[src/rtl/ppu_scroll_pkg.sv]
// Shared types and register-select codes for the PPU scroll/address controller.
// The loopy_addr_t field layout matches the v/t registers bit-for-bit.
package ppu_scroll_pkg;

    typedef struct packed {
        logic [2:0] fine_y;
        logic [1:0] nt;
        logic [4:0] coarse_y;
        logic [4:0] coarse_x;
    } loopy_addr_t;

    localparam logic [2:0] REG_CTRL   = 3'd0;
    localparam logic [2:0] REG_STATUS = 3'd2;
    localparam logic [2:0] REG_SCROLL = 3'd5;
    localparam logic [2:0] REG_ADDR   = 3'd6;
    localparam logic [2:0] REG_DATA   = 3'd7;

endpackage

[src/rtl/ppu_scroll_incr.sv]
// Combinational coarse-X / Y increment of the current VRAM address v.
// Horizontal and vertical increments touch disjoint fields, so both may apply at once.
module ppu_scroll_incr
    import ppu_scroll_pkg::*;
#(
    parameter int COARSE_Y_LAST = 29
) (
    input  loopy_addr_t v,
    input  logic        inc_hori,
    input  logic        inc_vert,
    output loopy_addr_t v_next
);

    localparam logic [4:0] CY_LAST = 5'(COARSE_Y_LAST);

    always_comb begin
        v_next = v;
        if (inc_hori) begin
            if (v.coarse_x == 5'd31) begin
                v_next.coarse_x = 5'd0;
                v_next.nt[0]    = ~v.nt[0];
            end else begin
                v_next.coarse_x = v.coarse_x + 5'd1;
            end
        end
        if (inc_vert) begin
            if (v.fine_y != 3'd7) begin
                v_next.fine_y = v.fine_y + 3'd1;
            end else begin
                v_next.fine_y = 3'd0;
                // Rows past the last visible one (attribute area) wrap without a nametable flip
                if (v.coarse_y == CY_LAST) begin
                    v_next.coarse_y = 5'd0;
                    v_next.nt[1]    = ~v.nt[1];
                end else if (v.coarse_y == 5'd31) begin
                    v_next.coarse_y = 5'd0;
                end else begin
                    v_next.coarse_y = v.coarse_y + 5'd1;
                end
            end
        end
    end

endmodule

[src/rtl/ppu_scroll_ctrl.sv]
// PPU scroll/address state (v, t, x, w): CPU register writes plus renderer increments/copies.
// Define PPU_SCROLL_RENDER_2007_GLITCH_EN to make a 0x2007 access during rendering bump X and Y.
module ppu_scroll_ctrl
    import ppu_scroll_pkg::*;
#(
    parameter int COARSE_Y_LAST = 29,
    parameter int VRAM_ADDR_W   = 14,
    parameter int INC_LARGE     = 32
) (
    input  logic                   clk,
    input  logic                   rst,
    input  logic                   reg_write_en,
    input  logic                   reg_read_en,
    input  logic [2:0]             reg_sel,
    input  logic [7:0]             reg_data_in,
    input  logic                   inc_mode,
    input  logic                   render_en,
    input  logic                   inc_hori,
    input  logic                   inc_vert,
    input  logic                   copy_hori,
    input  logic                   copy_vert,
    output logic [VRAM_ADDR_W-1:0] vram_addr,
    output logic [2:0]             fine_x,
    output logic                   write_toggle,
    output logic [14:0]            tmp_addr
);

    localparam logic [14:0] INC_BIG = 15'(INC_LARGE);

    logic [14:0] v_reg, v_next;
    logic [14:0] t_reg, t_next;
    logic [2:0]  x_reg, x_next;
    logic        w_reg, w_next;
    logic        addr_commit;
    logic        data_access;
    logic        do_inc_hori, do_inc_vert;
    loopy_addr_t v_cur, v_inc;

    assign data_access = (reg_write_en || reg_read_en) && (reg_sel == REG_DATA);
    assign v_cur       = loopy_addr_t'(v_reg);

`ifdef PPU_SCROLL_RENDER_2007_GLITCH_EN
    assign do_inc_hori = render_en && (inc_hori || data_access);
    assign do_inc_vert = render_en && (inc_vert || data_access);
`else
    assign do_inc_hori = render_en && inc_hori;
    assign do_inc_vert = render_en && inc_vert;
`endif

    ppu_scroll_incr #(
        .COARSE_Y_LAST(COARSE_Y_LAST)
    ) u_incr (
        .v        (v_cur),
        .inc_hori (do_inc_hori),
        .inc_vert (do_inc_vert),
        .v_next   (v_inc)
    );

    // A simultaneous write wins over the status-read toggle clear
    always_comb begin
        t_next      = t_reg;
        x_next      = x_reg;
        w_next      = w_reg;
        addr_commit = 1'b0;
        if (reg_write_en) begin
            case (reg_sel)
                REG_CTRL: t_next[11:10] = reg_data_in[1:0];
                REG_SCROLL: begin
                    if (!w_reg) begin
                        t_next[4:0] = reg_data_in[7:3];
                        x_next      = reg_data_in[2:0];
                        w_next      = 1'b1;
                    end else begin
                        t_next[14:12] = reg_data_in[2:0];
                        t_next[9:5]   = reg_data_in[7:3];
                        w_next        = 1'b0;
                    end
                end
                REG_ADDR: begin
                    if (!w_reg) begin
                        t_next[13:8] = reg_data_in[5:0];
                        t_next[14]   = 1'b0;
                        w_next       = 1'b1;
                    end else begin
                        t_next[7:0] = reg_data_in;
                        w_next      = 1'b0;
                        addr_commit = 1'b1;
                    end
                end
                default: ;
            endcase
        end else if (reg_read_en && (reg_sel == REG_STATUS)) begin
            w_next = 1'b0;
        end
    end

    // Priority: second 0x2006 write > copies > renderer increments > linear 0x2007 step
    always_comb begin
        v_next = v_reg;
        if (addr_commit) begin
            v_next = t_next;
        end else if (render_en) begin
            v_next = v_inc;
            if (copy_hori) begin
                v_next[10]  = t_reg[10];
                v_next[4:0] = t_reg[4:0];
            end
            if (copy_vert) begin
                v_next[14:11] = t_reg[14:11];
                v_next[9:5]   = t_reg[9:5];
            end
        end else if (data_access) begin
            v_next = v_reg + (inc_mode ? INC_BIG : 15'd1);
        end
    end

    always_ff @(posedge clk) begin
        if (rst) begin
            v_reg <= '0;
            t_reg <= '0;
            x_reg <= '0;
            w_reg <= 1'b0;
        end else begin
            v_reg <= v_next;
            t_reg <= t_next;
            x_reg <= x_next;
            w_reg <= w_next;
        end
    end

    genvar gi;
    generate
        for (gi = 0; gi < VRAM_ADDR_W; gi++) begin : g_vram_addr
            assign vram_addr[gi] = v_reg[gi];
        end
    endgenerate

    assign fine_x       = x_reg;
    assign write_toggle = w_reg;
    assign tmp_addr     = t_reg;

endmodule

[config.mk]
export PLATFORM = sky130hd
export DESIGN_NAME = ppu_scroll_ctrl
export DESIGN_NICKNAME = d
export VERILOG_FILES = /design/src/rtl/ppu_scroll_pkg.sv /design/src/rtl/ppu_scroll_incr.sv /design/src/rtl/ppu_scroll_ctrl.sv
export SDC_FILE = /design/constraint.sdc
export NUM_CORES = 1
export LEC_CHECK = 0
export CAP_MARGIN = 20
export CORE_MARGIN = 2
export CORE_UTILIZATION = 40
export CTS_CLUSTER_DIAMETER = 40
export DETAILED_ROUTE_END_ITERATION = 8
export GPL_TIMING_DRIVEN = 1
export PLACE_DENSITY_LB_ADDON = 0.2
export SETUP_SLACK_MARGIN = 0.1
export SYNTH_ARGS = -nofsm -noshare
export SYNTH_HDL_FRONTEND = slang
export SYNTH_SLANG_ARGS = --single-unit
[constraint.sdc]
create_clock -name clk -period 2.1 [get_ports clk]
set_clock_uncertainty 0.1 [all_clocks]
set_input_delay 0.42 -clock clk [delete_from_list [all_inputs] [get_ports clk]]
set_output_delay 0.42 -clock clk [all_outputs]
set_load 0.02 [all_outputs]
==> flow_summary.json <==
{
  "syn_inst": 367,
  "postRouteAntennaNets": 0,
  "whs_path_depth": 2,
  "hp-start": "fine_x[1]",
  "hold_viol": 0,
  "muxShareOfSynthArea": 0.0225,
  "crit_required_ns": 2.20,
  "synth_top_area_frac": 0.244,
  "power_mw": 2.07,
  "first_pass_iters": 5,
  "finalCriticalPeriod_ns": 1.97,
  "route.detailed.drc": 0,
  "port_buffers": 53,
  "initial_core_util": 0.412,
  "stdcell_count": 535,
  "critPathKind": "reg -> reg",
  "worstHoldEndpoint": "fine_x[1]",
  "via_count": 3195,
  "antenna_found_initial": 0,
  "clock-sinks": 34,
  "synth_compound_area_frac": 0.323,
  "vias_per_cell": 5.97,
  "crit_arrival_ns": 2.07,
  "num_rows": 30,
  "syn_area_um2": 2790,
  "critical_path_buf_inv_count": 0,
  "dp.cells": 526,
  "crit_slowest_cell": "dfxtp_4",
  "syn-num-nets": 398,
  "avgSynthCellArea_um2": 7.59,
  "antennaDiodeCount": 0,
  "synth_seq_area_share": 0.244,
  "gp_congestion": 0.895,
  "hpwl_um": 7210,
  "synthAdderAreaFrac": 0.0449,
  "power.leakage_nw": 1.57,
  "synth_edf_count": 0,
  "irDropWorstVdd_mv": 0.326,
  "max_stage_delay_ns": 0.37,
  "r2r_cells": 8,
  "finalMaxSlewViolations": 0,
  "synth_xor_area_frac": 0.0252,
  "ios": 54,
  "htreeDepth": 2,
  "reg2reg_setup_slack_ns": 0.13,
  "yosysWarnings": 0,
  "cts_max_path_buffers": 2,
  "grt_max_degree": 18,
  "ys.flop_type": "dfxtp_1",
  "max_cap_viol_count": 0,
  "die_x_um": 87.4,
  "outcome": "finished clean",
  "die_area_um2": 7650,
  "cts_tree": "done",
  "yosys.area_share.simple": 0.239,
  "clk_latency_ns": 0.30,
  "slew_headroom": 0.723,
  "synth_top_area_cell": "dfxtp_1",
  "cts_root_buf": "clkbuf_8",
  "crit_family": "simple AND/OR/NAND/NOR gates",
  "p_per_area_nw_per_um2": 517,
  "grt_pass1_vias": 3057,
  "wl_per_cell_um": 17.6,
  "numCtsBuffers": 5,
  "ys_types": 66,
  "worst_pin_slew_ns": 0.412,
  "yosys-top-cells-area": "dfxtp_1 (24%), nand2_1 (5.8%), buf_4 (4.6%)",
  "cp-end-kind": "flip-flop",
  "synth_top_family_by_area": "compound AO/OA/AOI/OAI gates",
  "period_share": 0.938,
  "fmax_mhz": 507,
  "min_path_type": "reg -> reg",
  "grtUsageTotal": 0.249,
  "clkSlewWorstSetupHoldPaths_ns": 0.08,
  "crit_path_max_fanout": 3,
  "syn2layout_area_growth_pct": 43.7,
  "nFillCells": 643,
  "rsz0062_at_grt": "true",
  "die_y_um": 87.4,
  "worstPathCellList": "ha_4, and3_1, ha_1, nor2_2, a221o_1, o21ai_0, and3_1, a2111oi_4",
  "placed_area_um2": 3740,
  "grt_pass1_wl_um": 15000,
  "core_um2": 6760,
  "path_common_cell": "and3_1",
  "drive_gt1_frac": 0.248,
  "ys_seq_elements": 34,
  "timing.rr.end": "v_cur[2]",
  "setup_viol": 0,
  "fin_area_um2": 4000,
  "grt_overflow": 0,
  "fin_nets": 485,
  "async_flop_share": 0,
  "worstReg2RegStart": "v_cur[0]",
  "drtIter0Drc": 256,
  "startpoint_type": "flip-flop",
  "drt_wl_total_um": 9430
}
## placed cells by master, fill, tap and decap left out, drive strengths merged, types with 3 or more instances in the layout
cell type	netlist	routed
a211oi	12	12
a21boi	3	3
a21oi	24	24
a22oi	4	4
a311oi	10	10
a31oi	4	4
and2	4	4
and3	10	10
and4	3	3
buf	29	71
clkbuf	14	5
clkdlybuf4s50	0	45
dfxtp	34	34
dlygate4sd2	0	3
dlymetal6s2s	0	4
ha	10	10
inv	7	7
mux2i	4	4
nand2	43	43
nand2b	4	4
nand3	14	14
nand4	3	3
nor2	32	32
nor2b	5	5
nor3b	4	4
o211ai	10	10
o21ai	24	24
o22ai	5	5
o311ai	3	3
o32ai	3	3
xnor2	5	5
xor2	3	3
## worst register-to-register path: stages (launching register included)
cell and delay (ns):
dfxtp_4 0.37, ha_4 0.17, and3_1 0.17, ha_1 0.22, nor2_2 0.14, a221o_1 0.15, o21ai_0 0.09, and3_1 0.22
a2111oi_4 0.26
## worst max-delay path by stage
stage	startpoint	to	cells past startpoint
detailed placement	inc_mode	v_cur[10]	9
CTS	reg_sel[1]	tmp_addr[7]	9
global route	v_cur[0]	v_cur[2]	8
global placement	inc_mode	v_cur[10]	9
floorplan	inc_mode	v_cur[10]	8
finish	v_cur[0]	v_cur[2]	8
## sequential cells by signal, summed over array words and instances (netlist names)
signal and cells:
fine_x 3, tmp_addr 15, v_cur 15, write_toggle 1
## metal layers
layer	wire length, um	global-route usage	vias up
met2	4600	0.414	133
met5	0	0	-
met4	68	0.0671	0
li1	-	-	1536
met3	613	0.0370	9
met1	4150	0.336	1517
## Yosys cell counts, types with 5 or more instances
cell / number
a211oi_1: 12
a21oi_1: 23
a311oi_1: 10
and3_1: 8
buf_2: 10
buf_4: 17
clkbuf_1: 14
dfxtp_1: 34
ha_1: 10
inv_1: 7
nand2_1: 43
nand3_1: 14
nor2_1: 32
nor2b_1: 5
o211ai_1: 10
o21ai_0: 22
o22ai_1: 5
xnor2_1: 5
## stage by stage
stage	TNS [ns]	hold slack [ns]	utilization	worst slack (ns)
2_1_floorplan	0	0.376	-	0.103
3_3_place_gp	-5.93	0.364	0.553	-0.473
3_5_place_dp	-6.73	0.373	0.553	-0.525
4_1_cts	0	0.395	0.580	0.0626
5_1_grt	0	0.414	0.592	0.0350
6_report	0	0.389	0.592	0.129
## logic make-up (layout without fill, tap and decap cells)
group           count (synthesis)  after routing
simple gates                  133            133
compound gates                125            125
buf+inv                        51            139
flops                          34             34
fa+ha+maj                      10             10
xor+xnor                        8              8
mux                             6              6
## timing repair
| action | CTS | global route |
|---|---|---|
| buffers inserted | 1 | 0 |
| endpoints found under the setup margin | 17 | 33 |
| pin swaps | 1 | 6 |
| resized for setup | 14 | 25 |
| hold buffers | 0 | 0 |
## final cells by class
cell class	instances	area, um^2	share of cell area
Multi-Input combinational cell	282	1950	0.487
Timing Repair Buffer	123	1090	0.271
Sequential cell	34	691	0.173
Tap cell	80	100	0.0250
Clock buffer	5	68.8	0.0172
Clock inverter	3	68.8	0.0172
Inverter	8	37.5	0.00938
## power breakdown
group / switching [mW] / internal [mW]
logic: 0.282 / 0.284
clock network: 0.291 / 0.476
registers: 0.0550 / 0.678
Power figures use the tool's default switching activity.
